--- src/rtl/stage_execute_muldiv_if.sv ---
// Request/response bundle between the execute stage and the RV32M unit:
// operands plus bypass sources in, one held result out (valid/ready both ways).
interface stage_execute_muldiv_if #(
  parameter int XLEN    = 32,
  parameter int NUM_FWD = 2
);
  logic                      in_valid;
  logic                      in_ready;
  logic [2:0]                in_funct3;
  logic [4:0]                in_rs1;
  logic [4:0]                in_rs2;
  logic [XLEN-1:0]           in_data_rs1;
  logic [XLEN-1:0]           in_data_rs2;
  logic [4:0]                in_rd;
  logic [5*NUM_FWD-1:0]      in_fwd_rd;
  logic [NUM_FWD-1:0]        in_fwd_we;
  logic [XLEN*NUM_FWD-1:0]   in_fwd_data;
  logic                      in_flush;
  logic                      out_valid;
  logic                      out_ready;
  logic [XLEN-1:0]           out_result;
  logic [4:0]                out_rd;
  logic                      out_busy;

  modport master (
    output in_valid, in_funct3, in_rs1, in_rs2, in_data_rs1, in_data_rs2, in_rd,
           in_fwd_rd, in_fwd_we, in_fwd_data, in_flush, out_ready,
    input  in_ready, out_valid, out_result, out_rd, out_busy
  );

  modport slave (
    input  in_valid, in_funct3, in_rs1, in_rs2, in_data_rs1, in_data_rs2, in_rd,
           in_fwd_rd, in_fwd_we, in_fwd_data, in_flush, out_ready,
    output in_ready, out_valid, out_result, out_rd, out_busy
  );
endinterface

--- src/rtl/stage_execute_muldiv.sv ---
// Iterative RV32M unit: MUL_LAT-cycle multiply, XLEN+1-cycle restoring divide, 2-cycle divide corner cases.
// One op in flight; result held in DONE until out_ready, in_ready only in IDLE without flush.
module stage_execute_muldiv #(
  parameter int XLEN    = 32,
  parameter int NUM_FWD = 2,
  parameter int MUL_LAT = 3
) (
  input  logic                  clk,
  input  logic                  reset,
  stage_execute_muldiv_if.slave bus
);

  localparam int CW = $clog2(XLEN + MUL_LAT + 1);

  typedef enum logic [2:0] {IDLE, MUL, DIV, FIX, DONE} state_t;

  state_t          state, state_nxt;
  logic [2:0]      funct3_q;
  logic [4:0]      rd_q;
  logic [XLEN-1:0] op_a, op_b;
  logic [XLEN-1:0] quot_q, rem_q, result_q;
  logic [CW-1:0]   cnt;
  logic            q_neg, r_neg;

  // Lowest index wins, so walk from the oldest source up and let younger ones overwrite.
  function automatic logic [XLEN-1:0] fwd_sel(
    input logic [4:0]              rs,
    input logic [XLEN-1:0]         rf,
    input logic [5*NUM_FWD-1:0]    frd,
    input logic [NUM_FWD-1:0]      fwe,
    input logic [XLEN*NUM_FWD-1:0] fdat
  );
    logic [XLEN-1:0] v;
    v = rf;
    for (int i = NUM_FWD - 1; i >= 0; i--) begin
      if (fwe[i] && (frd[5*i +: 5] == rs) && (rs != 5'd0)) v = fdat[XLEN*i +: XLEN];
    end
    return v;
  endfunction

  logic            accept;
  logic [XLEN-1:0] rs1_val, rs2_val, dvd_mag_in;
  logic            div_signed_in, dvd_neg_in, div_zero, div_ovf, special;

  assign accept        = bus.in_valid && bus.in_ready;
  assign rs1_val       = fwd_sel(bus.in_rs1, bus.in_data_rs1, bus.in_fwd_rd, bus.in_fwd_we, bus.in_fwd_data);
  assign rs2_val       = fwd_sel(bus.in_rs2, bus.in_data_rs2, bus.in_fwd_rd, bus.in_fwd_we, bus.in_fwd_data);
  assign div_signed_in = !bus.in_funct3[0];
  assign dvd_neg_in    = div_signed_in && rs1_val[XLEN-1];
  assign dvd_mag_in    = dvd_neg_in ? -rs1_val : rs1_val;
  assign div_zero      = (rs2_val == '0);
  assign div_ovf       = div_signed_in && (rs1_val == {1'b1, {(XLEN-1){1'b0}}}) && (rs2_val == '1);
  assign special       = div_zero || div_ovf;

  // Multiply datapath on the latched operands
  logic              a_sgn, b_sgn;
  logic [2*XLEN-1:0] product;
  logic [XLEN-1:0]   mul_res;

  assign a_sgn   = ((funct3_q == 3'd1) || (funct3_q == 3'd2)) && op_a[XLEN-1];
  assign b_sgn   = (funct3_q == 3'd1) && op_b[XLEN-1];
  assign product = {{XLEN{a_sgn}}, op_a} * {{XLEN{b_sgn}}, op_b};
  assign mul_res = (funct3_q == 3'd0) ? product[XLEN-1:0] : product[2*XLEN-1:XLEN];

  // Restoring divide step: quotient bits shift into quot_q as dividend bits shift out
  logic [XLEN-1:0] dsr_mag, fix_res;
  logic [XLEN:0]   r_shift, r_sub;

  assign dsr_mag = (!funct3_q[0] && op_b[XLEN-1]) ? -op_b : op_b;
  assign r_shift = {rem_q, quot_q[XLEN-1]};
  assign r_sub   = r_shift - {1'b0, dsr_mag};
  assign fix_res = funct3_q[1] ? (r_neg ? -rem_q : rem_q) : (q_neg ? -quot_q : quot_q);

  always_ff @(posedge clk or posedge reset) begin
    if (reset) state <= IDLE;
    else       state <= state_nxt;
  end

  always_comb begin
    state_nxt     = state;
    bus.in_ready  = (state == IDLE) && !bus.in_flush;
    bus.out_valid = (state == DONE) && !bus.in_flush;
    bus.out_busy  = (state != IDLE);
    case (state)
      IDLE: if (accept) state_nxt = !bus.in_funct3[2] ? MUL : (special ? FIX : DIV);
      MUL:  if (cnt == '0) state_nxt = DONE;
      DIV:  if (cnt == '0) state_nxt = FIX;
      FIX:  if (cnt == '0) state_nxt = DONE;
      DONE: if (bus.out_ready) state_nxt = IDLE;
      default: state_nxt = IDLE;
    endcase
    if (bus.in_flush) state_nxt = IDLE;
  end

  always_ff @(posedge clk or posedge reset) begin
    if (reset) begin
      funct3_q <= '0;
      rd_q     <= '0;
      op_a     <= '0;
      op_b     <= '0;
      quot_q   <= '0;
      rem_q    <= '0;
      result_q <= '0;
      cnt      <= '0;
      q_neg    <= 1'b0;
      r_neg    <= 1'b0;
    end else if (accept) begin
      funct3_q <= bus.in_funct3;
      rd_q     <= bus.in_rd;
      op_a     <= rs1_val;
      op_b     <= rs2_val;
      q_neg    <= 1'b0;
      r_neg    <= 1'b0;
      if (!bus.in_funct3[2]) begin
        cnt <= CW'(MUL_LAT - 1);
      end else if (special) begin
        // Final values are known now; FIX dwells one extra cycle to give a fixed 2-cycle latency.
        cnt    <= CW'(1);
        quot_q <= div_zero ? '1 : rs1_val;
        rem_q  <= div_zero ? rs1_val : '0;
      end else begin
        cnt    <= CW'(XLEN - 1);
        quot_q <= dvd_mag_in;
        rem_q  <= '0;
        q_neg  <= div_signed_in && (rs1_val[XLEN-1] ^ rs2_val[XLEN-1]);
        r_neg  <= dvd_neg_in;
      end
    end else begin
      case (state)
        MUL: begin
          if (cnt == '0) result_q <= mul_res;
          else           cnt <= cnt - CW'(1);
        end
        DIV: begin
          if (!r_sub[XLEN]) begin
            rem_q  <= r_sub[XLEN-1:0];
            quot_q <= {quot_q[XLEN-2:0], 1'b1};
          end else begin
            rem_q  <= r_shift[XLEN-1:0];
            quot_q <= {quot_q[XLEN-2:0], 1'b0};
          end
          if (cnt != '0) cnt <= cnt - CW'(1);
        end
        FIX: begin
          if (cnt == '0) result_q <= fix_res;
          else           cnt <= cnt - CW'(1);
        end
        default: ;
      endcase
    end
  end

  assign bus.out_result = result_q;
  assign bus.out_rd     = rd_q;

endmodule

--- src/flat_wrapper.sv ---
// flat-port wrapper written by rule: the top's interface ports become plain ports
module stage_execute_muldiv_flat 
#(
  parameter int XLEN    = 32,
  parameter int NUM_FWD = 2,
  parameter int MUL_LAT = 3
)
  (clk, reset, bus_in_valid, bus_in_funct3, bus_in_rs1, bus_in_rs2, bus_in_data_rs1, bus_in_data_rs2, bus_in_rd, bus_in_fwd_rd, bus_in_fwd_we, bus_in_fwd_data, bus_in_flush, bus_out_ready, bus_in_ready, bus_out_valid, bus_out_result, bus_out_rd, bus_out_busy);
  stage_execute_muldiv_if #(.XLEN(XLEN), .NUM_FWD(NUM_FWD)) bus_i ();
  input  logic clk;
  input  logic reset;
  input wire logic [$bits(bus_i.in_valid)-1:0] bus_in_valid;
  input wire logic [$bits(bus_i.in_funct3)-1:0] bus_in_funct3;
  input wire logic [$bits(bus_i.in_rs1)-1:0] bus_in_rs1;
  input wire logic [$bits(bus_i.in_rs2)-1:0] bus_in_rs2;
  input wire logic [$bits(bus_i.in_data_rs1)-1:0] bus_in_data_rs1;
  input wire logic [$bits(bus_i.in_data_rs2)-1:0] bus_in_data_rs2;
  input wire logic [$bits(bus_i.in_rd)-1:0] bus_in_rd;
  input wire logic [$bits(bus_i.in_fwd_rd)-1:0] bus_in_fwd_rd;
  input wire logic [$bits(bus_i.in_fwd_we)-1:0] bus_in_fwd_we;
  input wire logic [$bits(bus_i.in_fwd_data)-1:0] bus_in_fwd_data;
  input wire logic [$bits(bus_i.in_flush)-1:0] bus_in_flush;
  input wire logic [$bits(bus_i.out_ready)-1:0] bus_out_ready;
  output wire logic [$bits(bus_i.in_ready)-1:0] bus_in_ready;
  output wire logic [$bits(bus_i.out_valid)-1:0] bus_out_valid;
  output wire logic [$bits(bus_i.out_result)-1:0] bus_out_result;
  output wire logic [$bits(bus_i.out_rd)-1:0] bus_out_rd;
  output wire logic [$bits(bus_i.out_busy)-1:0] bus_out_busy;
  assign bus_i.in_valid = bus_in_valid;
  assign bus_i.in_funct3 = bus_in_funct3;
  assign bus_i.in_rs1 = bus_in_rs1;
  assign bus_i.in_rs2 = bus_in_rs2;
  assign bus_i.in_data_rs1 = bus_in_data_rs1;
  assign bus_i.in_data_rs2 = bus_in_data_rs2;
  assign bus_i.in_rd = bus_in_rd;
  assign bus_i.in_fwd_rd = bus_in_fwd_rd;
  assign bus_i.in_fwd_we = bus_in_fwd_we;
  assign bus_i.in_fwd_data = bus_in_fwd_data;
  assign bus_i.in_flush = bus_in_flush;
  assign bus_i.out_ready = bus_out_ready;
  assign bus_in_ready = bus_i.in_ready;
  assign bus_out_valid = bus_i.out_valid;
  assign bus_out_result = bus_i.out_result;
  assign bus_out_rd = bus_i.out_rd;
  assign bus_out_busy = bus_i.out_busy;
  stage_execute_muldiv #(.XLEN(XLEN), .NUM_FWD(NUM_FWD), .MUL_LAT(MUL_LAT)) u_core (.clk(clk), .reset(reset), .bus(bus_i));
endmodule
--- config.mk ---
export PLATFORM = sky130hd
export DESIGN_NAME = stage_execute_muldiv_flat
export DESIGN_NICKNAME = d
export VERILOG_FILES = /design/src/rtl/stage_execute_muldiv_if.sv /design/src/rtl/stage_execute_muldiv.sv /design/src/flat_wrapper.sv
export SDC_FILE = /design/constraint.sdc
export NUM_CORES = 2
export LEC_CHECK = 0
export ABC_AREA = 0
export CORE_MARGIN = 2
export CORE_UTILIZATION = 45
export DETAILED_ROUTE_END_ITERATION = 12
export GPL_TIMING_DRIVEN = 1
export PLACE_DENSITY = 0.66
export SLEW_MARGIN = 10
export SYNTH_ARGS = -nofsm -noshare
export SYNTH_HDL_FRONTEND = slang
export SYNTH_SLANG_ARGS = --single-unit
--- constraint.sdc ---
create_clock -name clk -period 11.15 [get_ports clk]
set_input_delay 1.6725 -clock clk [delete_from_list [all_inputs] [get_ports clk]]
set_output_delay 1.6725 -clock clk [all_outputs]
set_load 0.005 [all_outputs]
==> summary.md <==
| Metric | Value |
|---|---|
| Min Tclk post-route | `9480 ps` |
| Final hold violations | `0` |
| Routability cong. | `0.982` |
| Final Max Slew Viols | `0` |
| # IOs | `203` |
| Drt pass-1 iters | `6` |
| Row count | `125` |
| Placed Area | `56500 um^2` |
| Post-synthesis register bit count | `179` |
| Post-CTS Resized | `0` |
| Yosys top cell area share | `42.5%` |
| Wirelength per Cell | `23.2 um` |
| Setup_tns | `0 ps` |
| Total gr overflow | `0` |
| Ys Warns | `0` |
| CP required | `11550 ps` |
| Synth async-reset ratio | `100%` |
| DRC marker count from the first detailed-route iteration | `4119` |
| Via Count | `44100` |
| Slew margin rel. | `12.0%` |
| Cell area after layout | `57100 um^2` |
| Period utilization | `85.0%` |
| Post-synthesis cell count | `6224` |
| CTS Buf Count | `17` |
| Yosys top cell by area | `fa_1` |
| Crit end category | `register` |
| Root Driver | `clkbuf_16` |
| Most frequent CP cell | `fa_1` |
| Detailed Route WL | `180 mm` |
| H-tree level count | `4` |
| Initial antenna violation count | `10` |
| I/O Buffers | `202` |
| Remaining DRCs | `0` |
| Fmax | `106 MHz` |
| P&R area growth vs syn | `7.71%` |
| Worst slew pin tran | `1320 ps` |
| Fillers | `11200` |
| Worst-path clk slew | `80 ps` |
| Sink Count | `179` |
| HP Class | `reg -> reg` |
| Reg-to-reg setup timing slack | `1670 ps` |
| Antenna Nets Post-Route | `0` |
| Die height | `347 um` |
| Post-Syn Area | `53000 um^2` |
| CTS tree | `done` |
| HPWL after DPL | `146 mm` |
| Clk_lat worst skew | `480 ps` |
| Die X-Extent | `347 um` |
| Finish-stage setup viols | `0` |
| Clock Skew | `11.5 ps` |
| RSZ-0062 raised after global routing | `no` |
| Max Cap Viol | `0` |
| Post-CTS Setup Inserts | `0` |
| Slowest stage delay, CP | `770 ps` |
| CP max-delay cell | `fa_1` |
| Hold-fix buffers, CTS | `0` |
| Vias in the first global route | `46500` |
| Status | `finished clean` |
| Mean Syn Cell Area | `8.52 um^2` |
| Number of synthesized flops with an enable pin | `0` |
| Kind of critical path | `reg -> reg` |
| Global-route wire length before repair | `279 mm` |
| Vias per cell | `5.71` |
| Top-count cell post-synth | `inv_1` |
| Starting Density | `45.5%` |
| CTS Buffer Depth | `2` |
| Largest net degree at the start of global routing | `122` |
| Final #Nets | `7731` |
| Distinct cells, synth | `88` |
| Synth area leaders | `fa_1 43%, inv_1 8.5%, dfrtp_1 8.4%` |
| Die ar. | `121000 um^2` |
| Synth top cells by count | `1207 x inv_1, 1126 x fa_1, 1045 x nand2_1` |
| Tot GR Track Use | `30.4%` |
| Ys flop type | `dfrtp_1` |
| Core area | `117000 um^2` |
| Sequential fraction of the synthesis area | `8.45%` |
| CP Max Fanout | `10` |
| CP Launch Type | `register` |
| Layout cell share with drive strength beyond 1 | `3.30%` |
| Post-synthesis net count | `7763` |
| Worst Path Arrival | `9880 ps` |
==> flip-flops by register name, indices dropped and copies added, names as in the netlist <==
signal	count
u_core.funct3_q	3
u_core.quot_q	32
u_core.bus.out_rd	5
u_core.bus.out_result	32
u_core.op_b	32
u_core.r_neg	1
u_core.q_neg	1
u_core.rem_q	32
u_core.state	3
u_core.op_a	32
u_core.cnt	6
==> cells in the final DEF, fill, tap and decap left out, types with 9 or more instances in the layout <==
master and count:
a211o_1 13, a211oi_1 30, a21o_1 68, a21oi_1 228, a221oi_1 18, a22oi_1 10
a31oi_1 46, and2_1 319, and3_1 22, buf_4 119, clkbuf_16 17, clkdlybuf4s50_1 202
dfrtp_1 178, fa_1 1126, ha_1 250, inv_1 1206, mux2_2 9, mux2i_1 62
nand2_1 1044, nand2b_1 21, nand3_1 60, nand4_1 38, nor2_1 228, nor2b_1 14
nor3_1 70, nor4_1 30, o211ai_1 21, o21a_1 25, o21ai_0 244, o21bai_1 13
o31ai_1 43, o41ai_1 13, or2_2 12, or3_1 23, or4_1 23, xnor2_1 145
xor2_1 64
==> logic make-up after synthesis <==
logic type	after synthesis	share of synthesized area [%]
AND/OR/NAND/NOR	1945	16.8
buffers and inverters	1579	11.2
adder cells (fa/ha/maj)	1376	48.4
multiplexers	73	1.42
flip-flops	179	8.45
XOR/XNOR	209	3.45
AO/OA/AOI/OAI	863	10.2
==> area by class of cell <==
class	instances	area [um^2]	area share [%]
multi-input cells	4466	42600	74.7
repair buffers	321	2920	5.10
inverters	1207	4540	7.95
flip-flops and latches	179	4480	7.84
diodes	1	2.50	0.00438
clock inverters	14	193	0.337
well taps	1524	1910	3.34
clock buffers	18	439	0.769
==> routing by layer <==
| layer | share of wire (%) | vias to the layer above | GRT usage [%] |
|---|---|---|---|
| li1 | - | 19100 | - |
| met1 | 39 | 22400 | 39.1 |
| met2 | 46 | 2180 | 48.9 |
| met3 | 9.4 | 457 | 5.95 |
| met4 | 5.9 | 8 | 15.0 |
| met5 | 0.031 | - | 0 |
==> path summary, 6_finish.rpt <==
check                           cells after the start                        end                from
worst max-delay path                               28  u_core.bus.out_result[30]  u_core.funct3_q[0]
worst min-delay path                                2             u_core.op_b[2]      u_core.op_b[2]
worst max register to register                     28  u_core.bus.out_result[30]  u_core.funct3_q[0]
worst min register to register                      2             u_core.op_b[2]      u_core.op_b[2]
max in group asynchronous                           3         u_core.funct3_q[1]               reset
min in group asynchronous                           2            u_core.state[2]               reset
==> metrics by stage <==
step | setup slack, ps | utilization (%) | cells | hold slack (ps)
floorplan | 2710 | - | 6224 | 470
global placement | 1850 | 48.5 | 7697 | 461
detailed placement | 1720 | 48.5 | 7697 | 466
CTS | 1700 | 49.0 | 7729 | 484
global route | 1120 | 49.0 | 7729 | 503
finish | 1670 | 49.0 | 7730 | 479
==> worst max-delay path: cells and delay by family, from the launching register on <==
| family | cells | cell delay (ps) |
|---|---|---|
| compound gates | 6 | 1130 |
| fa+ha+maj | 9 | 4950 |
| xor+xnor | 2 | 320 |
| buf+inv | 5 | 1030 |
| flops | 1 | 480 |
| simple gates | 6 | 1480 |
Power is not shown: default switching activity piles up to over one toggle a cycle in this logic, so the estimate is an artifact.
